$ cat config.mk
export PLATFORM = sky130hd
export DESIGN_NAME = detect_seq_sched_flat
export DESIGN_NICKNAME = d
export VERILOG_FILES = /design/src/rtl/detect_seq_sched_if.sv /design/src/rtl/detect_seq_sched.sv /design/src/flat_wrapper.sv
export SDC_FILE = /design/constraint.sdc
export NUM_CORES = 1
export LEC_CHECK = 0
export CAP_MARGIN = 20
export CORE_MARGIN = 5
export CORE_UTILIZATION = 51
export CTS_CLUSTER_DIAMETER = 50
export DETAILED_ROUTE_END_ITERATION = 10
export PLACE_DENSITY = 0.83
export SLEW_MARGIN = 20
export SYNTH_ARGS = -nofsm -noshare
export SYNTH_HDL_FRONTEND = slang
export SYNTH_SLANG_ARGS = --single-unit
$ cat constraint.sdc
create_clock -name CLK -period 3.1 [get_ports CLK]
set_clock_uncertainty 0.15 [all_clocks]
set_input_delay 0.62 -clock CLK [delete_from_list [all_inputs] [get_ports CLK]]
set_output_delay 0.62 -clock CLK [all_outputs]
set_load 0.05 [all_outputs]
$ cat src/rtl/detect_seq_sched_if.sv
// Request/response bundle between the two bit-pattern producers, the scheduler and the result consumer.
interface detect_seq_sched_if #(
    parameter int unsigned W = 8
);
    localparam int unsigned CW = $clog2(W + 1);

    logic          REQ0_VALID;
    logic [W-1:0]  REQ0_DATA;
    logic          REQ0_READY;
    logic          REQ1_VALID;
    logic [W-1:0]  REQ1_DATA;
    logic          REQ1_READY;
    logic          RSP_VALID;
    logic          RSP_ID;
    logic [CW-1:0] RSP_COUNT;
    logic          RSP_READY;
    logic          BUSY;

    modport master (
        output REQ0_VALID, REQ0_DATA, REQ1_VALID, REQ1_DATA, RSP_READY,
        input  REQ0_READY, REQ1_READY, RSP_VALID, RSP_ID, RSP_COUNT, BUSY
    );

    modport slave (
        input  REQ0_VALID, REQ0_DATA, REQ1_VALID, REQ1_DATA, RSP_READY,
        output REQ0_READY, REQ1_READY, RSP_VALID, RSP_ID, RSP_COUNT, BUSY
    );
endinterface

$ cat src/rtl/detect_seq_sched.sv
// Round-robin scheduler feeding two requesters' words LSB-first through an embedded
// A/B/C sequence detector; reports how many bit-steps landed in C.
module detect_seq_sched #(
    parameter int unsigned W = 8
) (
    input  logic               CLK,
    input  logic               RST,
    detect_seq_sched_if.slave  bus
);
    localparam int unsigned CW = $clog2(W + 1);
    localparam int unsigned IW = $clog2(W);

    typedef enum logic [1:0] {S_IDLE, S_SHIFT, S_RESP} state_t;
    typedef enum logic [1:0] {DET_A, DET_B, DET_C} det_t;

    state_t        state, state_n;
    det_t          det, det_n;
    logic [IW-1:0] idx, idx_n;
    logic [W-1:0]  word, word_n;
    logic [CW-1:0] cnt, cnt_n;
    logic          id, id_n;
    logic          ptr, ptr_n;
    logic          rsp_valid, rsp_valid_n;
    logic          busy, busy_n;
    logic          ready0_c, ready1_c;
    logic          gnt1_c;

    function automatic det_t det_step(input det_t s, input logic b);
        det_t r;
        case (s)
            DET_A:   r = b ? DET_B : DET_A;
            DET_B:   r = b ? DET_B : DET_C;
            DET_C:   r = b ? DET_A : DET_C;
            default: r = DET_A;
        endcase
        return r;
    endfunction

    always_ff @(posedge CLK) begin
        if (RST) begin
            state     <= S_IDLE;
            det       <= DET_A;
            idx       <= '0;
            word      <= '0;
            cnt       <= '0;
            id        <= 1'b0;
            ptr       <= 1'b0;
            rsp_valid <= 1'b0;
            busy      <= 1'b0;
        end else begin
            state     <= state_n;
            det       <= det_n;
            idx       <= idx_n;
            word      <= word_n;
            cnt       <= cnt_n;
            id        <= id_n;
            ptr       <= ptr_n;
            rsp_valid <= rsp_valid_n;
            busy      <= busy_n;
        end
    end

    // Requester 1 wins when it is alone or when the pointer favours it.
    assign gnt1_c = bus.REQ1_VALID & (~bus.REQ0_VALID | ptr);

    always_comb begin
        state_n     = state;
        det_n       = det;
        idx_n       = idx;
        word_n      = word;
        cnt_n       = cnt;
        id_n        = id;
        ptr_n       = ptr;
        rsp_valid_n = rsp_valid;
        busy_n      = busy;
        ready0_c    = 1'b0;
        ready1_c    = 1'b0;

        case (state)
            S_IDLE: begin
                if (!RST && (bus.REQ0_VALID || bus.REQ1_VALID)) begin
                    ready0_c = bus.REQ0_VALID & ~gnt1_c;
                    ready1_c = gnt1_c;
                    word_n   = gnt1_c ? bus.REQ1_DATA : bus.REQ0_DATA;
                    id_n     = gnt1_c;
                    cnt_n    = '0;
                    det_n    = DET_A;
                    idx_n    = '0;
                    busy_n   = 1'b1;
                    state_n  = S_SHIFT;
                end
            end
            S_SHIFT: begin
                det_n = det_step(det, word[idx]);
                if (det_n == DET_C) begin
                    cnt_n = cnt + CW'(1);
                end
                idx_n = idx + IW'(1);
                if (idx == IW'(W - 1)) begin
                    rsp_valid_n = 1'b1;
                    state_n     = S_RESP;
                end
            end
            S_RESP: begin
                if (bus.RSP_READY) begin
                    rsp_valid_n = 1'b0;
                    busy_n      = 1'b0;
                    ptr_n       = ~id;
                    state_n     = S_IDLE;
                end
            end
            default: begin
                state_n = S_IDLE;
            end
        endcase
    end

    assign bus.REQ0_READY = ready0_c;
    assign bus.REQ1_READY = ready1_c;
    assign bus.RSP_VALID  = rsp_valid;
    assign bus.RSP_ID     = id;
    assign bus.RSP_COUNT  = cnt;
    assign bus.BUSY       = busy;
endmodule

$ cat src/flat_wrapper.sv
// flat-port wrapper written by rule: the top's interface ports become plain ports
module detect_seq_sched_flat 
#(
    parameter int unsigned W = 8
)
  (CLK, RST, bus_REQ0_VALID, bus_REQ0_DATA, bus_REQ1_VALID, bus_REQ1_DATA, bus_RSP_READY, bus_REQ0_READY, bus_REQ1_READY, bus_RSP_VALID, bus_RSP_ID, bus_RSP_COUNT, bus_BUSY);
  detect_seq_sched_if #(.W(W)) bus_i ();
  input  logic CLK;
  input  logic RST;
  input wire logic [$bits(bus_i.REQ0_VALID)-1:0] bus_REQ0_VALID;
  input wire logic [$bits(bus_i.REQ0_DATA)-1:0] bus_REQ0_DATA;
  input wire logic [$bits(bus_i.REQ1_VALID)-1:0] bus_REQ1_VALID;
  input wire logic [$bits(bus_i.REQ1_DATA)-1:0] bus_REQ1_DATA;
  input wire logic [$bits(bus_i.RSP_READY)-1:0] bus_RSP_READY;
  output wire logic [$bits(bus_i.REQ0_READY)-1:0] bus_REQ0_READY;
  output wire logic [$bits(bus_i.REQ1_READY)-1:0] bus_REQ1_READY;
  output wire logic [$bits(bus_i.RSP_VALID)-1:0] bus_RSP_VALID;
  output wire logic [$bits(bus_i.RSP_ID)-1:0] bus_RSP_ID;
  output wire logic [$bits(bus_i.RSP_COUNT)-1:0] bus_RSP_COUNT;
  output wire logic [$bits(bus_i.BUSY)-1:0] bus_BUSY;
  assign bus_i.REQ0_VALID = bus_REQ0_VALID;
  assign bus_i.REQ0_DATA = bus_REQ0_DATA;
  assign bus_i.REQ1_VALID = bus_REQ1_VALID;
  assign bus_i.REQ1_DATA = bus_REQ1_DATA;
  assign bus_i.RSP_READY = bus_RSP_READY;
  assign bus_REQ0_READY = bus_i.REQ0_READY;
  assign bus_REQ1_READY = bus_i.REQ1_READY;
  assign bus_RSP_VALID = bus_i.RSP_VALID;
  assign bus_RSP_ID = bus_i.RSP_ID;
  assign bus_RSP_COUNT = bus_i.RSP_COUNT;
  assign bus_BUSY = bus_i.BUSY;
  detect_seq_sched #(.W(W)) u_core (.CLK(CLK), .RST(RST), .bus(bus_i));
endmodule
Yosys cells after proc, flatten, opt, wreduce, memory -nomap -nowiden
Cells that the tools add are included.
{ "totals": {"out_inout_bits": 9, "inputBits": 21, "register_bits": 23, "word_cells": 71} }
{ "classes": {"n_reduce_logical": 15, "bitwise_logic": 6, "n_eq_ne": 10, "n_mux": 28, "n_addsub": 2, "magnitude_cmp": 1} }
{ "op_table": {"columns": ["operator", "count"], "rows": [
  ["2-to-1 mux 2 bit", 7],
  ["one-hot mux 2 bit (3 select lines)", 2],
  ["AND reduction 3 bit", 4],
  ["2-to-1 mux 1 bit", 9],
  ["2-to-1 mux 4 bit", 2],
  ["2-to-1 mux 8 bit", 1],
  ["one-hot mux 4 bit (2 select lines)", 1],
  ["== test 2 bit (second input constant)", 3],
  ["inequality test 2 x 1 -> 1 bit (second input constant)", 3],
  ["one-hot mux 3 bit (2 select lines)", 1],
  ["AND reduction 2 bit", 3],
  ["nonzero test 2 bit", 3],
  ["adder 4 x 1 -> 4 bit (second input constant)", 1],
  ["== test 2 x 1 -> 1 bit (second input constant)", 2],
  ["zero test 2 bit", 2],
  ["< comparator 3 x 4 -> 1 bit (second input constant)", 1],
  ["one-hot mux 1 bit (2 select lines)", 2],
  ["one-hot mux 2 bit (2 select lines)", 1],
  ["adder 3 x 1 -> 3 bit (second input constant)", 1],
  ["binary-select mux 1 bit (select 3 bit)", 1],
  ["== test 3 bit (second input constant)", 1],
  ["2-to-1 mux 3 bit", 1],
  ["NOT 1 bit", 3],
  ["AND 1 bit", 2],
  ["5 further kinds", 5]
]} }

Longest topological paths before layout
{ "depth": {"word_depth": 8, "depth_mapped": 7, "depth_no_buf": 5} }

Worst setup path after synthesis
OpenSTA, ideal clock, no wires.
{ "synth_path": {"path_kind": "input port to output port", "from": "input bus_REQ0_VALID", "to": "output bus_REQ0_READY", "path_slack_ps": -99, "path_buffers": 1, "t_required_ps": 2330, "arrival_ps": 2429, "stages": 5, "cell_sequence": "inv_1 o21ai_0 clkbuf_1 nand2_1 nor3_1"} }
{ "synth_between": {"elab_chain_cells": 7, "word_cells_on_any_way": 9, "cone_classes": "2 x mux; 5 x bitwise; 2 x reduce/logical"} }
{ "synth_lines": {"columns": ["element", "line", "source"], "rows": [
  ["start: declaration", "flat_wrapper.sv:10", "input wire logic [$bits(bus_i.REQ0_VALID)-1:0] bus_REQ0_VALID;"],
  ["NOT 1 bit", "detect_seq_sched.sv:64", "assign gnt1_c = bus.REQ1_VALID & (~bus.REQ0_VALID | ptr);"],
  ["OR 1 bit", "detect_seq_sched.sv:64", null],
  ["AND 1 bit", "detect_seq_sched.sv:64", null],
  ["NOT 1 bit", "detect_seq_sched.sv:82", "ready0_c = bus.REQ0_VALID & ~gnt1_c;"],
  ["AND 1 bit", "detect_seq_sched.sv:82", null],
  ["2-to-1 mux 1 bit *", "detect_seq_sched.sv:81", "if (!RST && (bus.REQ0_VALID || bus.REQ1_VALID)) begin"],
  ["2-to-1 mux 1 bit *", "detect_seq_sched.sv:79", "case (state)"],
  ["end: declaration", "flat_wrapper.sv:15", "output wire logic [$bits(bus_i.REQ0_READY)-1:0] bus_REQ0_READY;"]
]} }
Mark *: on every way between the ends. The rest lies on a longest branch, timed or not.

Worst setup path after layout
{ "layout_path": {"from": "input bus_REQ0_VALID", "to": "output bus_REQ1_READY"} }
{ "layout_between": {"elab_chain_cells": 5, "word_cells_on_any_way": 7, "cone_classes": "2 x mux; 3 x bitwise; 2 x reduce/logical"} }
{ "layout_lines": {"columns": ["element", "line", "source"], "rows": [
  ["NOT 1 bit", "detect_seq_sched.sv:64", null],
  ["OR 1 bit", "detect_seq_sched.sv:64", null],
  ["AND 1 bit", "detect_seq_sched.sv:64", null],
  ["2-to-1 mux 1 bit *", "detect_seq_sched.sv:81", null],
  ["2-to-1 mux 1 bit *", "detect_seq_sched.sv:79", null],
  ["end: declaration", "flat_wrapper.sv:16", "output wire logic [$bits(bus_i.REQ1_READY)-1:0] bus_REQ1_READY;"]
]} }
Marks and branches as above.

==> impl_summary.txt <==
----------------------------------------------------
[Placed design]
  Placer congestion estimate ... 0.7699
  Placed wire-length estimate ... 1.959 mm
  IO buf count ... 29

[Power]
  Worst IR Drop VDD ... 249.0 µV
  Clock power share ... 22.8%
  Switching power summed over all nets ... 0.0001686 W
  Internal portion of total power ... 0.0004293 W
  Switching Fraction ... 28.19%
  PwrDens ... 392.3 mW/mm²
  Share of power burned in combinational logic ... 22.0%
  Leakage power ... 0.5958 nW
  Overall power consumption ... 0.0005979 W
  Flop pwr share ... 55.2%

[Floorplanning]
  Area of the core region ... 0.002191 mm²
  Vertical extent of the die ... 57.90 µm
  Area of the die ... 0.003352 mm²
  Chip Width ... 57.90 µm
  I/O pin total ... 30
  Site row count ... 17
  Initial Utilization ... 53.40%

[Clocking]
  Root Driver ... sky130_fd_sc_hd__clkbuf_4
  Clock Path Buffers ... 2
  Clk_lat worst skew ... 0.30 ns
  Clock tree from TritonCTS ... done
  Post-cts hold buffer count ... 0
  Buffers inserted during post-CTS setup optimization ... 0
  Number of H-tree levels ... 1
  Clock sink total ... 23
  Register clock-pin slew on the reported worst setup and hold paths ... 0.12 ns
  Gates resized, CTS repair ... 0
  Number of buffers created by CTS ... 3

[Detailed routing]
  Antenna violation net count after detailed routing ... 0
  Detailed-route vias per instance ... 5.540
  Initial detailed-routing violation count ... 19
  Count of TritonRoute iterations in the first routing pass ... 5
  Mean routed wirelength per cell ... 13.52 µm
  Vias ... 1036
  DRC Markers ... 0
  Final WL ... 2.529 mm

[Synthesis]
  Avg Inst Size Synth ... 8.999 µm²
  Post-synth cell types ... 28
  Post-Syn Area ... 0.001170 mm²
  Top cells by count, synth ... 23 x sky130_fd_sc_hd__dfxtp_1, 18 x sky130_fd_sc_hd__nor2_1, 12 x sky130_fd_sc_hd__a21oi_1, 12 x sky130_fd_sc_hd__mux2i_1, 9 x sky130_fd_sc_hd__a211oi_1
  Top post-synthesis cells by area ... sky130_fd_sc_hd__dfxtp_1 39%, sky130_fd_sc_hd__mux2i_1 10%, sky130_fd_sc_hd__a211oi_1 5.8%, sky130_fd_sc_hd__nor2_1 5.8%, sky130_fd_sc_hd__a21oi_1 5.1%
  Syn nets ... 154
  Top cell type by total area after synthesis ... sky130_fd_sc_hd__dfxtp_1
  Most used standard cell by instance count after synthesis ... sky130_fd_sc_hd__dfxtp_1
  Main synth FF type ... sky130_fd_sc_hd__dfxtp_1
  Async set-reset flop share out of synthesis ... 0%
  Total number of yosys warnings ... 0
  Count of flip-flops with a built-in enable after synthesis ... 0
  FF+latch count, synth ... 23
  Share of synthesized area occupied by flip-flops and latches ... 39.36%
  Cells after synthesis ... 130
  Share of the synthesized area in the top cell type ... 39.36%

[STA]
  Relative max-transition margin ... 62.93%
  Final hold violation count ... 0
  Unrepaired setup endpoints after global routing ... false
  Peak Freq ... 376.6 MHz
  Worst-Margin Slew ... 0.5560 ns
  Final period utilization ... 85.65%
  Final critical delay including setup and external delays ... 2.655 ns
  Final count of pins violating max slew ... 0
  Final setup viols ... 0
  Setup Total Neg Slack ... 0 ns

[GRT]
  Antenna violations before repair ... 0
  GRT Util Overall ... 16.30%
  Total grt overflow ... 0
  Largest net degree at the start of global routing ... 23
  Global-route wire length before repair ... 4.305 mm
  Via count of the first global-routing pass ... 1033

[Critical path]
  Capture instance of the worst register-to-register path ... u_core.bus.RSP_COUNT[3]
  Critical-path maximum fanout ... 10
  Worst setup path endpoint ... bus_REQ1_READY
  Origin of the worst setup path ... bus_REQ0_VALID
  Depth of the most critical reg-to-reg path ... 4
  Register-to-register setup slack ... 0.64 ns
  Kind of start point of the critical path ... input pin
  Arrival time reported for the critical path endpoint ... 1.88 ns
  Crit path required time ... 2.33 ns
  Endpoint class of the critical path ... output pin
  Worst Setup Path Type ... in -> out
  Crit Reg-Reg Startpoint ... u_core.idx[0]

[Worst hold path]
  Hold WC Path Type ... reg -> reg

[Job]
  Total of max-cap violations ... 0

[Cells and area]
  Fill cell count ... 173
  Nets ... 184
  Sequential cell area in the final layout ... 460.4 µm²
  Syn-to-layout area delta ... 30.27%
  Fraction of final layout cells with drive strength greater than 1 ... 9.434%
  Number of inserted diodes ... 0
  Multi-input gate area in the final layout ... 673.1 µm²

[Outcome]
  Outcome ... complete, no violations

----------------------------------------------------
worst min-delay path by stage:
stage	endpoint	start	cells after the start	slack, ns
5_1_grt	u_core.bus.RSP_VALID	u_core.bus.RSP_VALID	2	0.36
6_report	u_core.bus.RSP_VALID	u_core.bus.RSP_VALID	2	0.33
2_1_floorplan	u_core.det[0]	u_core.det[0]	2	0.31
4_1_cts	u_core.bus.RSP_VALID	u_core.bus.RSP_VALID	2	0.33
3_3_place_gp	u_core.bus.RSP_VALID	u_core.bus.RSP_VALID	2	0.30
3_5_place_dp	u_core.ptr	u_core.bus.RSP_ID	1	0.32
critical path, stage by stage:
cell and delay, ns:
sky130_fd_sc_hd__clkdlybuf4s50_1 0.48, sky130_fd_sc_hd__inv_1 0.09, sky130_fd_sc_hd__o21ai_1 0.07, sky130_fd_sc_hd__buf_4 0.19, sky130_fd_sc_hd__nor3_1 0.20, sky130_fd_sc_hd__buf_4 0.23
through the flow:
| stage | util (%) | cells | setup slack [ns] | hold slack (ns) | cell area [µm²] |
|---|---|---|---|---|---|
| 2_1_floorplan | - | 130 | 0.1738 | 0.3093 | 1175 |
| 3_3_place_gp | 68.30 | 183 | 0.4772 | 0.3042 | 1496 |
| 3_5_place_dp | 68.30 | 183 | 0.4269 | 0.3156 | 1496 |
| 4_1_cts | 69.56 | 187 | 0.4140 | 0.3347 | 1524 |
| 5_1_grt | 69.56 | 187 | 0.3176 | 0.3641 | 1524 |
| 6_report | 69.56 | 187 | 0.4450 | 0.3311 | 1524 |
registers in the layout, summed over array words and instances (netlist names):
| register | count |
|---|---|
| u_core.bus.BUSY | 1 |
| u_core.bus.RSP_COUNT | 4 |
| u_core.bus.RSP_ID | 1 |
| u_core.bus.RSP_VALID | 1 |
| u_core.det | 2 |
| u_core.idx | 3 |
| u_core.ptr | 1 |
| u_core.state | 2 |
| u_core.word | 8 |
cell families (layout without fill, tap and decap cells):
kind of cell    count (synthesis)  after routing  share of synthesized area (%)
compound gates                 32             32                          16.90
mux                            18             18                          18.93
flops                          23             23                          39.36
buf+inv                         9             38                          3.529
fa+ha+maj                       3              3                          3.209
xor+xnor                        1              1                         0.7488
simple gates                   44             44                          17.33
layer usage:
metal	global-route usage, %	up-vias	share of wire [%]
met2	28.71	33	50
met3	3.118	8	5.5
met1	19.11	468	44
met5	0	-	0
met4	6.954	0	1.3
li1	-	527	-
cell usage in the layout, fill, tap and decap left out, drive strengths merged:
cell and instances:
ha 3, nand3 6, mux2i 12, or3 3, clkdlybuf4s50 27, o31ai 2, a211oi 9, mux4 2
clkbuf 3, nor3 3, nand2b 3, a21oi 12, o21ai 5, dfxtp 23, mux2 4, xor2 1
o21a 1, nor2b 2, nor2 18, nand2 7, or4 1, buf 5, and2 1, inv 2
a22oi 1, o211ai 2, clkinv 1
final cells by class:
| type | instances | share of cell area (%) |
|---|---|---|
| Sequential cell | 23 | 30.21 |
| Inverter | 2 | 0.4926 |
| Clock buffer | 3 | 1.478 |
| Multi-Input combinational cell | 98 | 44.17 |
| Tap cell | 28 | 2.299 |
| Clock inverter | 1 | 0.3284 |
| Timing Repair Buffer | 32 | 21.02 |
power by group through the flow:
stage	sequential [W]	clock, W	combinational (W)
CTS	0.000330	0.000143	0.000132
finish	0.000330	0.000136	0.000132
detailed placement	0.000336	0	0.000132
floorplan	0.000335	0	0.0000818
global route	0.000333	0.000159	0.000145
global placement	0.000335	0	0.000128
Note: power is estimated with default switching activity, not from simulation.
